<file path="config.mk">
export PLATFORM = sky130hd
export DESIGN_NAME = hazard_scoreboard_flat
export DESIGN_NICKNAME = d
export VERILOG_FILES = /design/src/rtl/hazard_scoreboard_if.sv /design/src/rtl/hazard_scoreboard.sv /design/src/flat_wrapper.sv
export SDC_FILE = /design/constraint.sdc
export NUM_CORES = 1
export LEC_CHECK = 0
export BUFFER_PORTS_ARGS = -buffer_cell sky130_fd_sc_hd__buf_2
export CORE_ASPECT_RATIO = 0.75
export CORE_UTILIZATION = 31
export CTS_CLUSTER_SIZE = 24
export DETAILED_ROUTE_END_ITERATION = 10
export PLACE_DENSITY = 0.56
export SYNTH_ARGS = -nofsm -noshare
export SYNTH_HDL_FRONTEND = slang
export SYNTH_SLANG_ARGS = --single-unit
</file>
<file path="constraint.sdc">
create_clock -name clk -period 2.5 [get_ports clk]
set_input_delay 0.25 -clock clk [delete_from_list [all_inputs] [get_ports clk]]
set_output_delay 0.25 -clock clk [all_outputs]
set_load 0.05 [all_outputs]
</file>
<file path="src/rtl/hazard_scoreboard_if.sv">
// Purpose : ID-stage hazard bus between the pipeline control and the
//           hazard scoreboard.
// Signals : id_valid/id_rs1/id_rs2/id_rs*_used/id_rd/id_regwrite/
//           id_memread/id_muldiv - instruction currently held in ID
//           branch_taken - EX redirects this cycle
//           cnt_clr      - synchronous clear of the stall counter
//           stall/bubble/flush - pipeline control back to the core
//           md_busy/stall_cnt  - status
// Modports: master = pipeline side, slave = scoreboard side.
interface hazard_scoreboard_if #(
    parameter int unsigned REG_AW = 5,
    parameter int unsigned CNT_W  = 16
);
    logic              id_valid;
    logic [REG_AW-1:0] id_rs1;
    logic [REG_AW-1:0] id_rs2;
    logic              id_rs1_used;
    logic              id_rs2_used;
    logic [REG_AW-1:0] id_rd;
    logic              id_regwrite;
    logic              id_memread;
    logic              id_muldiv;
    logic              branch_taken;
    logic              cnt_clr;
    logic              stall;
    logic              bubble;
    logic              flush;
    logic              md_busy;
    logic [CNT_W-1:0]  stall_cnt;

    modport master (
        output id_valid, id_rs1, id_rs2, id_rs1_used, id_rs2_used, id_rd,
               id_regwrite, id_memread, id_muldiv, branch_taken, cnt_clr,
        input  stall, bubble, flush, md_busy, stall_cnt
    );

    modport slave (
        input  id_valid, id_rs1, id_rs2, id_rs1_used, id_rs2_used, id_rd,
               id_regwrite, id_memread, id_muldiv, branch_taken, cnt_clr,
        output stall, bubble, flush, md_busy, stall_cnt
    );
endinterface

</file>
<file path="src/rtl/hazard_scoreboard.sv">
// Purpose : Per-register pending-result scoreboard for an in-order pipeline.
//           Detects RAW hazards against in-flight loads / mul-div results,
//           structural hazards on the single mul/div unit, and converts a
//           taken branch into a flush that overrides any stall.
// Ports   : clk, rst_n (async, active-low)
//           bus (hazard_scoreboard_if.slave):
//             in : id_* instruction fields, branch_taken, cnt_clr
//             out: stall, bubble, flush (combinational from inputs and
//                  registered state), md_busy, stall_cnt (registered state)
module hazard_scoreboard #(
    parameter int unsigned REG_AW   = 5,
    parameter int unsigned LOAD_LAT = 1,
    parameter int unsigned MD_LAT   = 4,
    parameter int unsigned CNT_W    = 16
) (
    input  logic                clk,
    input  logic                rst_n,
    hazard_scoreboard_if.slave  bus
);
    localparam int unsigned NREG = 1 << REG_AW;
    localparam int unsigned PW   = 3;
    localparam logic [PW-1:0] LD_LAT_C = PW'(LOAD_LAT);
    localparam logic [PW-1:0] MD_LAT_C = PW'(MD_LAT);

    logic [PW-1:0]    r_pend [NREG];
    logic [PW-1:0]    w_pend_nxt [NREG];
    logic [PW-1:0]    r_md_cnt;
    logic [PW-1:0]    w_md_cnt_nxt;
    logic [CNT_W-1:0] r_stall_cnt;
    logic [CNT_W-1:0] w_stall_cnt_nxt;

    logic             w_raw;
    logic             w_struct;
    logic             w_stall;
    logic             w_issue;
    logic             w_load_rd;
    logic [PW-1:0]    w_new_lat;

    // RAW check against registered pend; x0 and unused sources never hazard.
    always_comb begin
        w_raw = 1'b0;
        if (bus.id_valid) begin
            if (bus.id_rs1_used && (bus.id_rs1 != '0) && (r_pend[bus.id_rs1] != '0))
                w_raw = 1'b1;
            if (bus.id_rs2_used && (bus.id_rs2 != '0) && (r_pend[bus.id_rs2] != '0))
                w_raw = 1'b1;
        end
    end

    assign w_struct = bus.id_valid & bus.id_muldiv & (r_md_cnt != '0);

    // A taken branch squashes the ID instruction, so it must not stall.
    assign w_stall  = (w_raw | w_struct) & ~bus.branch_taken;

    // Issue depends on stall, never the reverse: no loop through stall.
    assign w_issue   = bus.id_valid & ~w_stall & ~bus.branch_taken;
    assign w_load_rd = w_issue & bus.id_regwrite & (bus.id_rd != '0)
                     & (bus.id_memread | bus.id_muldiv);
    assign w_new_lat = bus.id_memread ? LD_LAT_C : MD_LAT_C;

    // Every entry counts down; the issuing rd takes max(decremented, new
    // latency) so an older, longer-latency writer is never shortened.
    always_comb begin
        for (int unsigned r = 0; r < NREG; r++) begin
            w_pend_nxt[r] = (r_pend[r] != '0) ? (r_pend[r] - PW'(1)) : '0;
            if (w_load_rd && (bus.id_rd == REG_AW'(r)) && (w_new_lat > w_pend_nxt[r]))
                w_pend_nxt[r] = w_new_lat;
        end
    end

    // Structural occupancy of the mul/div unit.
    always_comb begin
        w_md_cnt_nxt = (r_md_cnt != '0) ? (r_md_cnt - PW'(1)) : '0;
        if (w_issue && bus.id_muldiv)
            w_md_cnt_nxt = MD_LAT_C;
    end

    // Saturating stall counter; clear wins over increment.
    always_comb begin
        w_stall_cnt_nxt = r_stall_cnt;
        if (bus.cnt_clr)
            w_stall_cnt_nxt = '0;
        else if (w_stall && (r_stall_cnt != '1))
            w_stall_cnt_nxt = r_stall_cnt + CNT_W'(1);
    end

    // State registers.
    always_ff @(posedge clk or negedge rst_n) begin
        if (!rst_n) begin
            for (int unsigned r = 0; r < NREG; r++)
                r_pend[r] <= '0;
            r_md_cnt    <= '0;
            r_stall_cnt <= '0;
        end else begin
            for (int unsigned r = 0; r < NREG; r++)
                r_pend[r] <= w_pend_nxt[r];
            r_md_cnt    <= w_md_cnt_nxt;
            r_stall_cnt <= w_stall_cnt_nxt;
        end
    end

    assign bus.stall     = w_stall;
    assign bus.bubble    = w_stall | bus.branch_taken;
    assign bus.flush     = bus.branch_taken;
    assign bus.md_busy   = (r_md_cnt != '0);
    assign bus.stall_cnt = r_stall_cnt;
endmodule

</file>
<file path="src/flat_wrapper.sv">
// flat-port wrapper written by rule: the top's interface ports become plain ports
module hazard_scoreboard_flat 
#(
    parameter int unsigned REG_AW   = 5,
    parameter int unsigned LOAD_LAT = 1,
    parameter int unsigned MD_LAT   = 4,
    parameter int unsigned CNT_W    = 16
)
  (clk, rst_n, bus_id_valid, bus_id_rs1, bus_id_rs2, bus_id_rs1_used, bus_id_rs2_used, bus_id_rd, bus_id_regwrite, bus_id_memread, bus_id_muldiv, bus_branch_taken, bus_cnt_clr, bus_stall, bus_bubble, bus_flush, bus_md_busy, bus_stall_cnt);
  hazard_scoreboard_if #(.REG_AW(REG_AW), .CNT_W(CNT_W)) bus_i ();
  input  logic clk;
  input  logic rst_n;
  input wire logic [$bits(bus_i.id_valid)-1:0] bus_id_valid;
  input wire logic [$bits(bus_i.id_rs1)-1:0] bus_id_rs1;
  input wire logic [$bits(bus_i.id_rs2)-1:0] bus_id_rs2;
  input wire logic [$bits(bus_i.id_rs1_used)-1:0] bus_id_rs1_used;
  input wire logic [$bits(bus_i.id_rs2_used)-1:0] bus_id_rs2_used;
  input wire logic [$bits(bus_i.id_rd)-1:0] bus_id_rd;
  input wire logic [$bits(bus_i.id_regwrite)-1:0] bus_id_regwrite;
  input wire logic [$bits(bus_i.id_memread)-1:0] bus_id_memread;
  input wire logic [$bits(bus_i.id_muldiv)-1:0] bus_id_muldiv;
  input wire logic [$bits(bus_i.branch_taken)-1:0] bus_branch_taken;
  input wire logic [$bits(bus_i.cnt_clr)-1:0] bus_cnt_clr;
  output wire logic [$bits(bus_i.stall)-1:0] bus_stall;
  output wire logic [$bits(bus_i.bubble)-1:0] bus_bubble;
  output wire logic [$bits(bus_i.flush)-1:0] bus_flush;
  output wire logic [$bits(bus_i.md_busy)-1:0] bus_md_busy;
  output wire logic [$bits(bus_i.stall_cnt)-1:0] bus_stall_cnt;
  assign bus_i.id_valid = bus_id_valid;
  assign bus_i.id_rs1 = bus_id_rs1;
  assign bus_i.id_rs2 = bus_id_rs2;
  assign bus_i.id_rs1_used = bus_id_rs1_used;
  assign bus_i.id_rs2_used = bus_id_rs2_used;
  assign bus_i.id_rd = bus_id_rd;
  assign bus_i.id_regwrite = bus_id_regwrite;
  assign bus_i.id_memread = bus_id_memread;
  assign bus_i.id_muldiv = bus_id_muldiv;
  assign bus_i.branch_taken = bus_branch_taken;
  assign bus_i.cnt_clr = bus_cnt_clr;
  assign bus_stall = bus_i.stall;
  assign bus_bubble = bus_i.bubble;
  assign bus_flush = bus_i.flush;
  assign bus_md_busy = bus_i.md_busy;
  assign bus_stall_cnt = bus_i.stall_cnt;
  hazard_scoreboard #(.REG_AW(REG_AW), .LOAD_LAT(LOAD_LAT), .MD_LAT(MD_LAT), .CNT_W(CNT_W)) u_core (.clk(clk), .rst_n(rst_n), .bus(bus_i));
endmodule
</file>
* After elaboration in Yosys (flattened, before gate mapping)
Index checks and enable logic that the tools add are counted.
Operators by class: add/subtract/negate cells 34, $lt $le $gt $ge 34, equality and inequality tests 32, muxes and demuxes 78, bitwise operators 15, reductions and logical operators 110
Operators with widths (count):
- $mux 3 | 71
- $reduce_bool 3->1 | 35
- $sub 3x1->3 const B | 33
- $gt 3x3->1 | 32
- $eq 5x5->1 const B | 16
- $logic_and 1x1->1 | 70
- $eq 5x4->1 const B | 8
- $mux 16 | 2
- $bmux 3 s5 | 2
- $eq 5x3->1 const B | 4
- $add 16x1->16 const B | 1
- $ne 16x16->1 const B | 1
- $reduce_bool 5->1 | 3
- $ge 6x6->1 const B | 2
- $not 5->6 | 2
- $eq 5x2->1 const B | 2
- $and 1x1->1 | 8
- $eq 5x1->1 const B | 1
- $logic_not 5->1 | 1
- $mux 1 | 3
- $or 1x1->1 | 3
- $not 1->1 | 2
- $reduce_bool 2->1 | 1
Storage, ports and cells: flip-flop bits (word level) 115, output and inout port bits 20

* Logic depth before layout (Yosys ltp)
depth in word-level cells 20, mapped depth 12, gate-level depth less buffers 10

* Least setup slack after synthesis
No wires, ideal clock.
path type input -> register, start input bus_id_memread, end register u_core.r_pend[51] in the netlist's numbering, arrival 3084 ps, data required time 2372 ps, slack -712 ps, cell stages on the path 8, cells stage by stage clkbuf_1 -> clkbuf_1 -> inv_1 -> ha_1 -> a31oi_1 -> o21ai_0 -> nor4b_4 -> mux2_1
RTL lines:
- start, declared | line flat_wrapper.sv:20 | input wire logic [$bits(bus_i.id_memread)-1:0] bus_id_memread;
- end signal, assigned by index | line hazard_scoreboard.sv:96 | r_pend[r] <= w_pend_nxt[r];
- end, declared | line hazard_scoreboard.sv:25 | logic [PW-1:0] r_pend [NREG];

* Worst setup path after layout
start register u_core.r_pend[61] in the netlist's numbering, end output bus_bubble
On the way: cells in the longest elaborated chain, start to end 11
Ends and longest elaborated chain:
- $bmux 3 s5 | line hazard_scoreboard.sv:43 | if (bus.id_rs1_used && (bus.id_rs1 != '0) && (r_pend[bus.id_rs1] != '0))
- $mux 3 (not written as such) (2 in a row) | line hazard_scoreboard.sv:43
- $reduce_bool 3->1 | line hazard_scoreboard.sv:43
- $logic_and 1x1->1 | line hazard_scoreboard.sv:43
- $mux 1 | line hazard_scoreboard.sv:43
- $mux 1 (*) | line hazard_scoreboard.sv:45 | if (bus.id_rs2_used && (bus.id_rs2 != '0) && (r_pend[bus.id_rs2] != '0))
- $mux 1 (*) | line hazard_scoreboard.sv:42 | if (bus.id_valid) begin
- $or 1x1->1 (*) | line hazard_scoreboard.sv:53 | assign w_stall = (w_raw | w_struct) & ~bus.branch_taken;
- $and 1x1->1 (*) | line hazard_scoreboard.sv:53
- $or 1x1->1 (*) | line hazard_scoreboard.sv:103 | assign bus.bubble = w_stall | bus.branch_taken;
- end, declared | line flat_wrapper.sv:25 | output wire logic [$bits(bus_i.bubble)-1:0] bus_bubble;
Every way passes the cells marked *; elsewhere a longest branch is shown, timed or not. The select of a mux whose other input is x is not followed.

==> out/qor.yml <==
timing:
  period_needed_ns: 2.89
  finClkSkew_ns: 0.0117
  fin_ws_ns: -0.393
  fmax_ghz: 0.346
  finalCritPeriodShare_pct: 116
  slew_headroom_pct: 64.4
  tightest_slew_ns: 0.533
  hold_viol_final: 0
  rsz0062_at_grt: "true"
  maxSlewViolCount: 0
  setup_violations: 101
synthesis:
  synth_fp_nets: 1140
  synth_edf_count: 0
  yosys_warnings: 0
  synth_area_per_cell_um2: 9.25
  ys_types: 72
  syn-instance-count: 986
  async_flop_share_pct: 100
  yosys_register_bits: 115
  netlist_area_mm2: 0.00912
  synth-main-ff-cell: "dfrtp_1"
  seq_area_frac_synth_pct: 31.5
cts:
  path_clk_slew_ns: 0.06
  ctsRootBufferMaster: "clkbuf_16"
  cts_buffers: 17
  cts_max_level: 4
  cts.sinks: 115
  clk_latency_ns: 0.43
  clockBufferDepth: 2
  cts_tree: "built"
global_route:
  grt_pass1_vias: 8211
  grtUsageTotal_pct: 19.1
  grt_max_degree: 67
  grt_pass1_wl_um: 44100
  grt_antenna_before_repair: 0
  overflow: 0
floorplanning:
  core_area_mm2: 0.0284
  start_util_pct: 32.1
  die_y_um: 151
  dieArea_mm2: 0.0301
  ioPinCount: 45
  die_w_um: 200
  rows: 53
place:
  dp_hpwl_um: 20100
  numPlacedInstances: 1575
  io_buffers: 44
  finalWeightedCongestion: 0.865
  pre_cts_slack_ns: -0.347
critical_path:
  crit_path_max_fanout: 3
  required_ns: 2.25
  critPathArrivalTime_ns: 2.64
  path_class: "flip-flop to output pin"
  start_kind: "flip-flop"
  endpoint_kind: "output pin"
final_layout:
  drive_above_1_share_pct: 37.4
  fillCellCount: 2667
  fin_cells: 1632
  register_area_mm2: 0.00288
  multiInputGateArea_mm2: 0.00631
  nets: 1388
  utilization_pct: 44.9
  diodes: 0
  area_growth_pct: 40.0
routing:
  num_vias: 8143
  via_per_inst: 4.99
  drc: 0
  wirelength_um: 27700
  drtIter0Drc: 447
  dr.pass1.iters: 6
  ant_nets: 0
  wire_per_inst_um: 17.0
pwr:
  p_per_area_mw_per_mm2: 480
  leakage_nw: 6.18
  irDropWorstVdd_mv: 0.520
  power.total_w: 0.00613
hold_path:
  hold_path.class: "input pin to async pin"
status:
  violations: "negative setup slack"
  status: "finished with violations"
run:
  maxCapViolCount: 0
-- layer usage --
layer / routed length (um) / vias to the layer above / global-route usage [%]
met3: 1160 / 36 / 3.88
met1: 13400 / 3984 / 26.6
met5: 0 / - / 0
met2: 12600 / 158 / 29.7
met4: 576 / 0 / 5.88
li1: - / 3965 / -
-- power breakdown --
group,leakage (nW),total (W),switching (W),internal [W]
Combinational,4.31,0.00164,0.000891,0.000751
Clock,0.273,0.00249,0.000978,0.00151
Sequential,1.59,0.00199,0.0000560,0.00194
-- Yosys cell counts, types with 13 or more instances --
cell type	n	area, um^2
nand2_1	41	154
nor2_1	114	428
inv_1	114	428
or2_2	23	144
mux2_2	23	259
o21ai_0	13	65.1
dfrtp_1	115	2880
mux2i_1	33	330
clkbuf_1	15	56.3
and2_1	31	194
nor4_1	13	81.3
a31oi_1	46	288
ha_1	129	1610
nand3_1	25	125
nor3_1	24	120
a21oi_1	34	170
-- logic make-up (layout without fill, tap and decap cells) --
logic type	after synthesis	count (layout)	share of synthesized area, %
simple gates	351	351	21.8
compound gates	158	158	12.0
buf+inv	152	413	6.91
fa+ha+maj	129	129	17.7
flops	115	115	31.5
mux	76	76	9.59
xor+xnor	5	5	0.480
-- final cells by class --
type | count | share of cell area, %
clock inverter | 13 | 1.05
inverter | 120 | 3.56
clock buffer | 19 | 3.55
timing repair buffer | 261 | 16.1
tap | 385 | 3.77
multi-input combinational | 719 | 49.4
sequential | 115 | 22.6
-- cells in the final DEF (no fill, tap or decap), types with 31 or more instances in the layout --
cell / count
a31oi_1: 43
ha_1: 127
nand2_1: 40
nor2_1: 108
buf_4: 189
a21oi_1: 31
inv_1: 111
dfrtp_1: 111
buf_2: 41
mux2i_1: 32
-- final timing paths --
kind	start	end	slack, ns	depth (start not counted)
hold / removal	rst_n	u_core.bus.stall_cnt[6]	0.17	2
setup reg to reg	u_core.r_pend[61]	u_core.r_pend[6]	-0.38	11
setup / recovery	u_core.r_pend[61]	bus_bubble	-0.39	10
max in group asynchronous	rst_n	u_core.r_pend[15]	1.74	3
hold reg to reg	u_core.r_md_cnt[0]	u_core.r_md_cnt[0]	0.54	2
min in group clk	bus_id_muldiv	u_core.r_md_cnt[1]	0.20	3
-- repair_timing --
item | in CTS | in global routing
setup endpoints to repair | 94 | 113
hold endpoints to repair | 115 | 0
pin swaps | 30 | 31
buffers inserted | 14 | 15
hold buffers | 1 | 0
resized for setup | 82 | 74
cloned | 1 | 0
-- per-stage QoR --
stage	hold slack [ns]	setup TNS, ns	area [um^2]
after floorplan	-0.0456	-8.89	9230
after global placement	0.0691	-13.22	11200
after detailed placement	0.0666	-18.81	11200
after CTS	0.159	-18.64	12300
after global routing	0.173	-28.75	12800
final	0.166	-17.26	12800
-- state kept, by name, indices dropped and copies added, names as in the netlist --
name and cells:
u_core.r_pend 96, u_core.bus.stall_cnt 16, u_core.r_md_cnt 3
-- worst max-delay path, stage by stage (launching register included) --
cell and delay [ns]:
dfrtp_1 0.41, or2_1 0.29, inv_2 0.09, a311oi_4 0.10, a2111oi_2 0.39, nand2_1 0.12, nand4_1 0.18, o21ai_4 0.10
buf_12 0.14, or2_4 0.23, buf_8 0.15
Power figures use the tool's default switching activity.
